[config.mk]
export PLATFORM = sky130hd
export DESIGN_NAME = ed_sobel_window_flat
export DESIGN_NICKNAME = d
export VERILOG_FILES = /design/src/rtl/ed_sobel_window_if.sv /design/src/rtl/ed_sobel_window.sv /design/src/flat_wrapper.sv
export SDC_FILE = /design/constraint.sdc
export NUM_CORES = 1
export LEC_CHECK = 0
export ABC_AREA = 1
export CAP_MARGIN = 20
export CORE_MARGIN = 4
export CORE_UTILIZATION = 40
export CTS_CLUSTER_DIAMETER = 80
export DETAILED_ROUTE_END_ITERATION = 10
export GPL_TIMING_DRIVEN = 0
export SYNTH_ARGS = -nofsm -noshare
export SYNTH_HDL_FRONTEND = slang
export SYNTH_SLANG_ARGS = --single-unit
[constraint.sdc]
create_clock -name clk -period 8.98 [get_ports clk]
set_clock_uncertainty 0.1 [all_clocks]
set_input_delay 1.347 -clock clk [delete_from_list [all_inputs] [get_ports clk]]
set_output_delay 1.347 -clock clk [all_outputs]
set_load 0.02 [all_outputs]
[src/rtl/ed_sobel_window_if.sv]
// Pixel-stream bundle between the line-buffer front end and the Sobel stage.
// master drives pixels and taps; slave (the filter) drives the filtered result.
interface ed_sobel_window_if;
  logic        sof;
  logic        pix_valid;
  logic [11:0] data_in;
  logic [11:0] tap_row1;
  logic [11:0] tap_row2;
  logic        out_valid;
  logic [11:0] out;
  logic        frame_done;

  modport master (
    output sof, pix_valid, data_in, tap_row1, tap_row2,
    input  out_valid, out, frame_done
  );

  modport slave (
    input  sof, pix_valid, data_in, tap_row1, tap_row2,
    output out_valid, out, frame_done
  );
endinterface

[src/rtl/ed_sobel_window.sv]
// 3x3 Sobel edge stage on RGB444: gray window, |Gx|+|Gy|, threshold, 3-stage pipeline.
// Optional macro ED_SOBEL_MAG_OUT_EN drives a gray magnitude instead of the binary edge map.
module ed_sobel_window #(
  parameter int unsigned H_SIZE = 320,
  parameter int unsigned V_SIZE = 240,
  parameter logic [8:0]  THRESH = 9'd96
) (
  input logic              clk,
  input logic              rst_n,
  ed_sobel_window_if.slave bus
);

  localparam int unsigned    XW     = $clog2(H_SIZE);
  localparam int unsigned    YW     = $clog2(V_SIZE);
  localparam logic [XW-1:0]  X_LAST = XW'(H_SIZE - 1);
  localparam logic [YW-1:0]  Y_LAST = YW'(V_SIZE - 1);

  function automatic logic [5:0] gray(input logic [11:0] p);
    return {2'b00, p[11:8]} + {2'b00, p[7:4]} + {2'b00, p[3:0]};
  endfunction

  function automatic logic [8:0] wsum(input logic [5:0] a, input logic [5:0] b, input logic [5:0] c);
    return {3'b000, a} + {2'b00, b, 1'b0} + {3'b000, c};
  endfunction

  function automatic logic [8:0] abs9(input logic signed [8:0] v);
    if (v[8]) begin
      return $unsigned(-v);
    end else begin
      return $unsigned(v);
    end
  endfunction

  logic [XW-1:0]          x_q, x_d, x_cur_s;
  logic [YW-1:0]          y_q, y_d, y_cur_s;
  logic [2:0][2:0][5:0]   win_q, win_d;
  logic                   full_s, last_s;
  logic                   v0_q, full0_q, last0_q;
  logic signed [8:0]      gx_q, gy_q, gx_d, gy_d;
  logic                   v1_q, full1_q, last1_q;
  logic [8:0]             mag_s;
  logic                   edge_s;
  logic [11:0]            pix_s, out_d;
  logic [11:0]            out_q;
  logic                   out_valid_q, frame_done_q;

  // sof re-tags the pixel on the same cycle as (0,0) before the counters advance
  always_comb begin
    x_cur_s = x_q;
    y_cur_s = y_q;
    if (bus.sof) begin
      x_cur_s = {XW{1'b0}};
      y_cur_s = {YW{1'b0}};
    end else begin
      x_cur_s = x_q;
      y_cur_s = y_q;
    end
    full_s = (x_cur_s >= XW'(2)) && (y_cur_s >= YW'(2));
    last_s = (x_cur_s == X_LAST) && (y_cur_s == Y_LAST);
  end

  always_comb begin
    x_d = x_q;
    y_d = y_q;
    if (bus.pix_valid) begin
      if (x_cur_s == X_LAST) begin
        x_d = {XW{1'b0}};
        y_d = (y_cur_s == Y_LAST) ? {YW{1'b0}} : y_cur_s + YW'(1);
      end else begin
        x_d = x_cur_s + XW'(1);
        y_d = y_cur_s;
      end
    end else if (bus.sof) begin
      x_d = {XW{1'b0}};
      y_d = {YW{1'b0}};
    end else begin
      x_d = x_q;
      y_d = y_q;
    end
  end

  // row 0 is the oldest line (tap_row2); column 2 receives the newest pixel column
  always_comb begin
    win_d = win_q;
    if (bus.pix_valid) begin
      for (int r = 0; r < 3; r++) begin
        win_d[r][0] = win_q[r][1];
        win_d[r][1] = win_q[r][2];
      end
      win_d[0][2] = gray(bus.tap_row2);
      win_d[1][2] = gray(bus.tap_row1);
      win_d[2][2] = gray(bus.data_in);
    end else begin
      win_d = win_q;
    end
  end

  always_comb begin
    gx_d = $signed(wsum(win_q[0][2], win_q[1][2], win_q[2][2])
                 - wsum(win_q[0][0], win_q[1][0], win_q[2][0]));
    gy_d = $signed(wsum(win_q[2][0], win_q[2][1], win_q[2][2])
                 - wsum(win_q[0][0], win_q[0][1], win_q[0][2]));
  end

  always_comb begin
    mag_s  = abs9(gx_q) + abs9(gy_q);
    edge_s = (mag_s > THRESH);
`ifdef ED_SOBEL_MAG_OUT_EN
    pix_s  = {mag_s[8:5], mag_s[8:5], mag_s[8:5]};
`else
    pix_s  = edge_s ? 12'hFFF : 12'h000;
`endif
    out_d  = full1_q ? pix_s : 12'h000;
  end

  always_ff @(posedge clk or negedge rst_n) begin
    if (!rst_n) begin
      x_q     <= {XW{1'b0}};
      y_q     <= {YW{1'b0}};
      win_q   <= '0;
      v0_q    <= 1'b0;
      full0_q <= 1'b0;
      last0_q <= 1'b0;
    end else begin
      x_q     <= x_d;
      y_q     <= y_d;
      win_q   <= win_d;
      v0_q    <= bus.pix_valid;
      full0_q <= bus.pix_valid & full_s;
      last0_q <= bus.pix_valid & last_s;
    end
  end

  always_ff @(posedge clk or negedge rst_n) begin
    if (!rst_n) begin
      gx_q    <= 9'sd0;
      gy_q    <= 9'sd0;
      v1_q    <= 1'b0;
      full1_q <= 1'b0;
      last1_q <= 1'b0;
    end else begin
      gx_q    <= gx_d;
      gy_q    <= gy_d;
      v1_q    <= v0_q;
      full1_q <= full0_q;
      last1_q <= last0_q;
    end
  end

  always_ff @(posedge clk or negedge rst_n) begin
    if (!rst_n) begin
      out_q        <= 12'h000;
      out_valid_q  <= 1'b0;
      frame_done_q <= 1'b0;
    end else begin
      out_valid_q  <= v1_q;
      frame_done_q <= v1_q & last1_q;
      if (v1_q) begin
        out_q <= out_d;
      end else begin
        out_q <= out_q;
      end
    end
  end

  assign bus.out        = out_q;
  assign bus.out_valid  = out_valid_q;
  assign bus.frame_done = frame_done_q;

endmodule
[src/flat_wrapper.sv]
// flat-port wrapper written by rule: the top's interface ports become plain ports
module ed_sobel_window_flat 
#(
  parameter int unsigned H_SIZE = 320,
  parameter int unsigned V_SIZE = 240,
  parameter logic [8:0]  THRESH = 9'd96
)
  (clk, rst_n, bus_sof, bus_pix_valid, bus_data_in, bus_tap_row1, bus_tap_row2, bus_out_valid, bus_out, bus_frame_done);
  ed_sobel_window_if bus_i ();
  input logic clk;
  input logic rst_n;
  input wire logic [$bits(bus_i.sof)-1:0] bus_sof;
  input wire logic [$bits(bus_i.pix_valid)-1:0] bus_pix_valid;
  input wire logic [$bits(bus_i.data_in)-1:0] bus_data_in;
  input wire logic [$bits(bus_i.tap_row1)-1:0] bus_tap_row1;
  input wire logic [$bits(bus_i.tap_row2)-1:0] bus_tap_row2;
  output wire logic [$bits(bus_i.out_valid)-1:0] bus_out_valid;
  output wire logic [$bits(bus_i.out)-1:0] bus_out;
  output wire logic [$bits(bus_i.frame_done)-1:0] bus_frame_done;
  assign bus_i.sof = bus_sof;
  assign bus_i.pix_valid = bus_pix_valid;
  assign bus_i.data_in = bus_data_in;
  assign bus_i.tap_row1 = bus_tap_row1;
  assign bus_i.tap_row2 = bus_tap_row2;
  assign bus_out_valid = bus_i.out_valid;
  assign bus_out = bus_i.out;
  assign bus_frame_done = bus_i.frame_done;
  ed_sobel_window #(.H_SIZE(H_SIZE), .V_SIZE(V_SIZE), .THRESH(THRESH)) u_core (.clk(clk), .rst_n(rst_n), .bus(bus_i));
endmodule
==> flow_results.org <==
** Timing
- Final TNS setup :: 0 ns
- The worst path meets setup with 5.23 ns of slack.
- At the pin with the least slew margin, the transition time is 0.620 ns.
- The final count of pins violating max slew was 0.
- Hold timing on the final database bottoms out at a slack of 0.251 ns.
- Final setup viols :: 0
- Setup repair after global routing left no endpoint under its margin.
- The clock period could shrink to 3.75 ns.
- In this run the tightest slew margin relative to its limit is 0.587.
- Final Cycle Share :: 0.418
- For this run, the top clock speed supported by timing is 267 MHz.
- Final number of hold-violating endpoints :: 0

** Power and ir drop
- Switching share of power :: 0.480
- The share of total power dissipated in combinational logic is 0.701.
- In this run the static leakage power is 4.55 nW.
- IR analysis of the VDD net gives a maximum drop of 0.209 mV.
- Reg power frac :: 0.181
- The completed layout was analyzed and its total power is 3.61 mW.
- Pwr per Cell Area :: 417 nW/µm²
- NetSw :: 1.73 mW
- Internal power summed over all cells :: 1.87 mW
- Clock power frac :: 0.118

** Floorplanning
- Placeable core region :: 18200 µm²
- Count of boundary I/O pins :: 54
- From left edge to right edge, the die measures 145 µm.
- Die height :: 145 µm
- The die covers 21000 µm².
- Row generation in the floorplan step produced 49 rows.
- For this configuration, the core starts out at a cell density of 0.411.

** Synthesis
- After synthesis, the netlist uses 37 different library cells.
- Synthesized netlist cell count :: 915
- Cell area after synthesis :: 7480 µm²
- Yosys printed 0 warnings.
- Averaged over all synthesized cells, the footprint is 8.18 µm².
- Total of flip-flops plus latches after synthesis :: 97
- Synthesized netlist net count :: 1072
- The share of the Yosys chip area taken by registers is 0.324.

** Clock tree
- Post-CTS clock slew at the launch and capture registers of the worst setup and hold paths :: 0.07 ns
- Clock latency of the later-clocked register in the worst-skew pair :: 0.35 ns
- In this run the deepest clock path goes through 2 buffers.
- Post-CTS Repair Setup Buffers :: 0
- CTS tree :: done
- The root buffer cell chosen for the clock tree is clkbuf_16.
- The number of hold buffers added after CTS was 0.
- Clock tree synthesis found a total of 97 sinks.
- Buffers inserted during clock tree synthesis total 9.
- In this run, post-CTS repair resized a total of 0 instances.
- In this run the number of H-tree levels came out at 3.

** Cells and area
- The final layout contains 1137 nets.
- Most common cell after layout, fill and taps aside :: nand2_1
- 0 antenna diodes ended up in the layout.
- Layout overhead on the synthesized area :: 15.6%
- Total non-filler cell area in the finished layout :: 8650 µm²
- In the final layout, the share of cells above drive strength 1 is 0.0508.
- In the layout the commonest cells are nand2_1, inv_1, dfrtp_1, ha_1, clkdlybuf4s50_1.

** GRT
- Via count of the first global-routing pass :: 5597
- GR Overflow Total :: 0
- The initial antenna violation count was 0.
- Wire length of the first global-routing pass :: 26400 µm
- Entering global routing, the biggest net connects 63 pins.
- For this run, the total global-route usage over all layers was measured as 0.158.

** Route
- The detail route stage leaves a number of antenna-violating nets equal to 0.
- Detail-routed via count per cell :: 4.75
- Count of vias placed by the detailed router :: 5764
- Number of design rule violations left after detail routing :: 0
- Detail-routed net length per standard cell :: 12.7 µm
- DRC violation total after the first TritonRoute iteration :: 248
- Summed over all layers, the routed wires come to 15500 µm.
- The first detailed-routing pass took 4 iterations.

** Worst setup path
- The worst setup path is launched from a register.
- STA puts the critical path data required time at 9.11 ns.
- The worst setup path is of the reg2reg kind.
- Largest fanout on the critical path :: 5
- Element type at the critical path end :: register
- For the worst setup path, the data arrival time is 3.88 ns.

** Placed design
- After detailed placement, the total cell area comes to 8330 µm².
- DP HPWL :: 12700 µm
- Timing analysis after detailed placement gives a worst setup slack of 4.96 ns.
- IO Port Bufs :: 53
- At the end of routability-driven placement, the weighted congestion stood at 0.863.

** Run
- Across the run, the number of max-cap violations was 0.

** Min path
- Path type of the worst min-delay path :: reg2reg

** Run status
- Status :: completed
==> cell families after synthesis <==
family | after synthesis | synth area share
compound gates | 118 | 0.0849
fa+ha+maj | 117 | 0.231
buf+inv | 178 | 0.0968
flops | 97 | 0.324
simple gates | 349 | 0.198
xor+xnor | 56 | 0.0655
==> final timing paths <==
kind	from	cells past startpoint	endpoint	slack [ns]
setup / recovery	u_core.win_q[1]$_DFFE_PN0P_	15	u_core.gy_q[6]$_DFF_PN0_	5.23
hold / removal	u_core.v0_q$_DFF_PN0_	0	u_core.v1_q$_DFF_PN0_	0.25
setup reg to reg	u_core.win_q[1]$_DFFE_PN0P_	15	u_core.gy_q[6]$_DFF_PN0_	5.23
hold reg to reg	u_core.v0_q$_DFF_PN0_	0	u_core.v1_q$_DFF_PN0_	0.25
max in group asynchronous	rst_n	2	u_core.win_q[37]$_DFFE_PN0P_	7.26
min in group asynchronous	rst_n	1	u_core.x_q[3]$_DFF_PN0_	0.85
==> Yosys cell counts <==
| cell type | instances | area (µm²) |
|---|---|---|
| a211oi_1 | 1 | 7.51 |
| a21o_1 | 2 | 15.0 |
| a21oi_1 | 45 | 225 |
| a31oi_1 | 4 | 25.0 |
| buf_4 | 11 | 82.6 |
| buf_6 | 1 | 11.3 |
| clkbuf_1 | 14 | 52.6 |
| clkinv_1 | 1 | 3.75 |
| dfrtp_1 | 97 | 2430 |
| fa_1 | 35 | 701 |
| ha_1 | 82 | 1030 |
| inv_1 | 147 | 552 |
| inv_2 | 2 | 7.51 |
| inv_4 | 1 | 6.26 |
| inv_6 | 1 | 8.76 |
| nand2_1 | 229 | 860 |
| nand2_2 | 4 | 25.0 |
| nand2_4 | 4 | 45.0 |
| nand3_1 | 32 | 160 |
| nand3_2 | 2 | 20.0 |
| nand3b_1 | 1 | 7.51 |
| nand4_1 | 13 | 81.3 |
| nor2_1 | 46 | 173 |
| nor2_2 | 3 | 18.8 |
| nor2_4 | 1 | 11.3 |
| nor3_1 | 8 | 40.0 |
| nor4_1 | 3 | 18.8 |
| o211ai_1 | 5 | 37.5 |
| o21a_1 | 2 | 15.0 |
| o21ai_0 | 49 | 245 |
| o21ai_1 | 3 | 15.0 |
| o21bai_1 | 1 | 7.51 |
| o22ai_1 | 2 | 12.5 |
| o31ai_1 | 4 | 30.0 |
| or2_2 | 3 | 18.8 |
| xnor2_1 | 14 | 123 |
| xor2_1 | 42 | 368 |
==> critical path, stage by stage, from the launching register on <==
cell     delay, ns
dfrtp_1       0.43
ha_1          0.21
inv_1         0.06
fa_1          0.39
xor2_1        0.17
fa_1          0.52
inv_1         0.05
fa_1          0.49
inv_1         0.04
ha_1          0.35
nand2_1       0.06
o21ai_0       0.34
a21oi_1       0.12
nor2_1        0.10
nor2_1        0.05
xnor2_1       0.12
==> power by group through the flow <==
stage                     Combinational (mW)  Clock, mW  Sequential (mW)
after detailed placement                2.56          0            0.662
after CTS                               2.57      0.437            0.654
after floorplan                         2.05          0            0.636
final                                   2.53      0.426            0.653
after global placement                  2.51          0            0.661
after global routing                    2.97      0.458            0.669
==> routing by layer <==
metal,global-route usage,wire length [µm]
met5,0,0
met3,0.0250,615
met2,0.275,7410
met1,0.205,7210
met4,0.0461,223
==> cell type report <==
cell class / instances / area, µm²
timing repair buffer: 54 / 556
clock buffer: 11 / 243
buffer: 26 / 146
multi-input combinational: 640 / 4330
fill: 1824 / 9560
clock inverter: 5 / 85.1
tap: 229 / 287
inverter: 152 / 578
sequential: 97 / 2430
==> stage by stage <==
| stage | util | instances |
|---|---|---|
| 3_5_place_dp | 0.457 | 1198 |
| 2_1_floorplan | - | 915 |
| 6_report | 0.475 | 1214 |
| 3_3_place_gp | 0.456 | 1197 |
| 4_1_cts | 0.475 | 1214 |
| 5_1_grt | 0.475 | 1214 |
==> registers in the layout, indices dropped and copies added, names as in the netlist, 8 cells and up <==
register	flops
u_core.gx_q	9
u_core.x_q	9
u_core.win_q	54
u_core.y_q	8
u_core.gy_q	8
(Power assumes the default switching activity.)
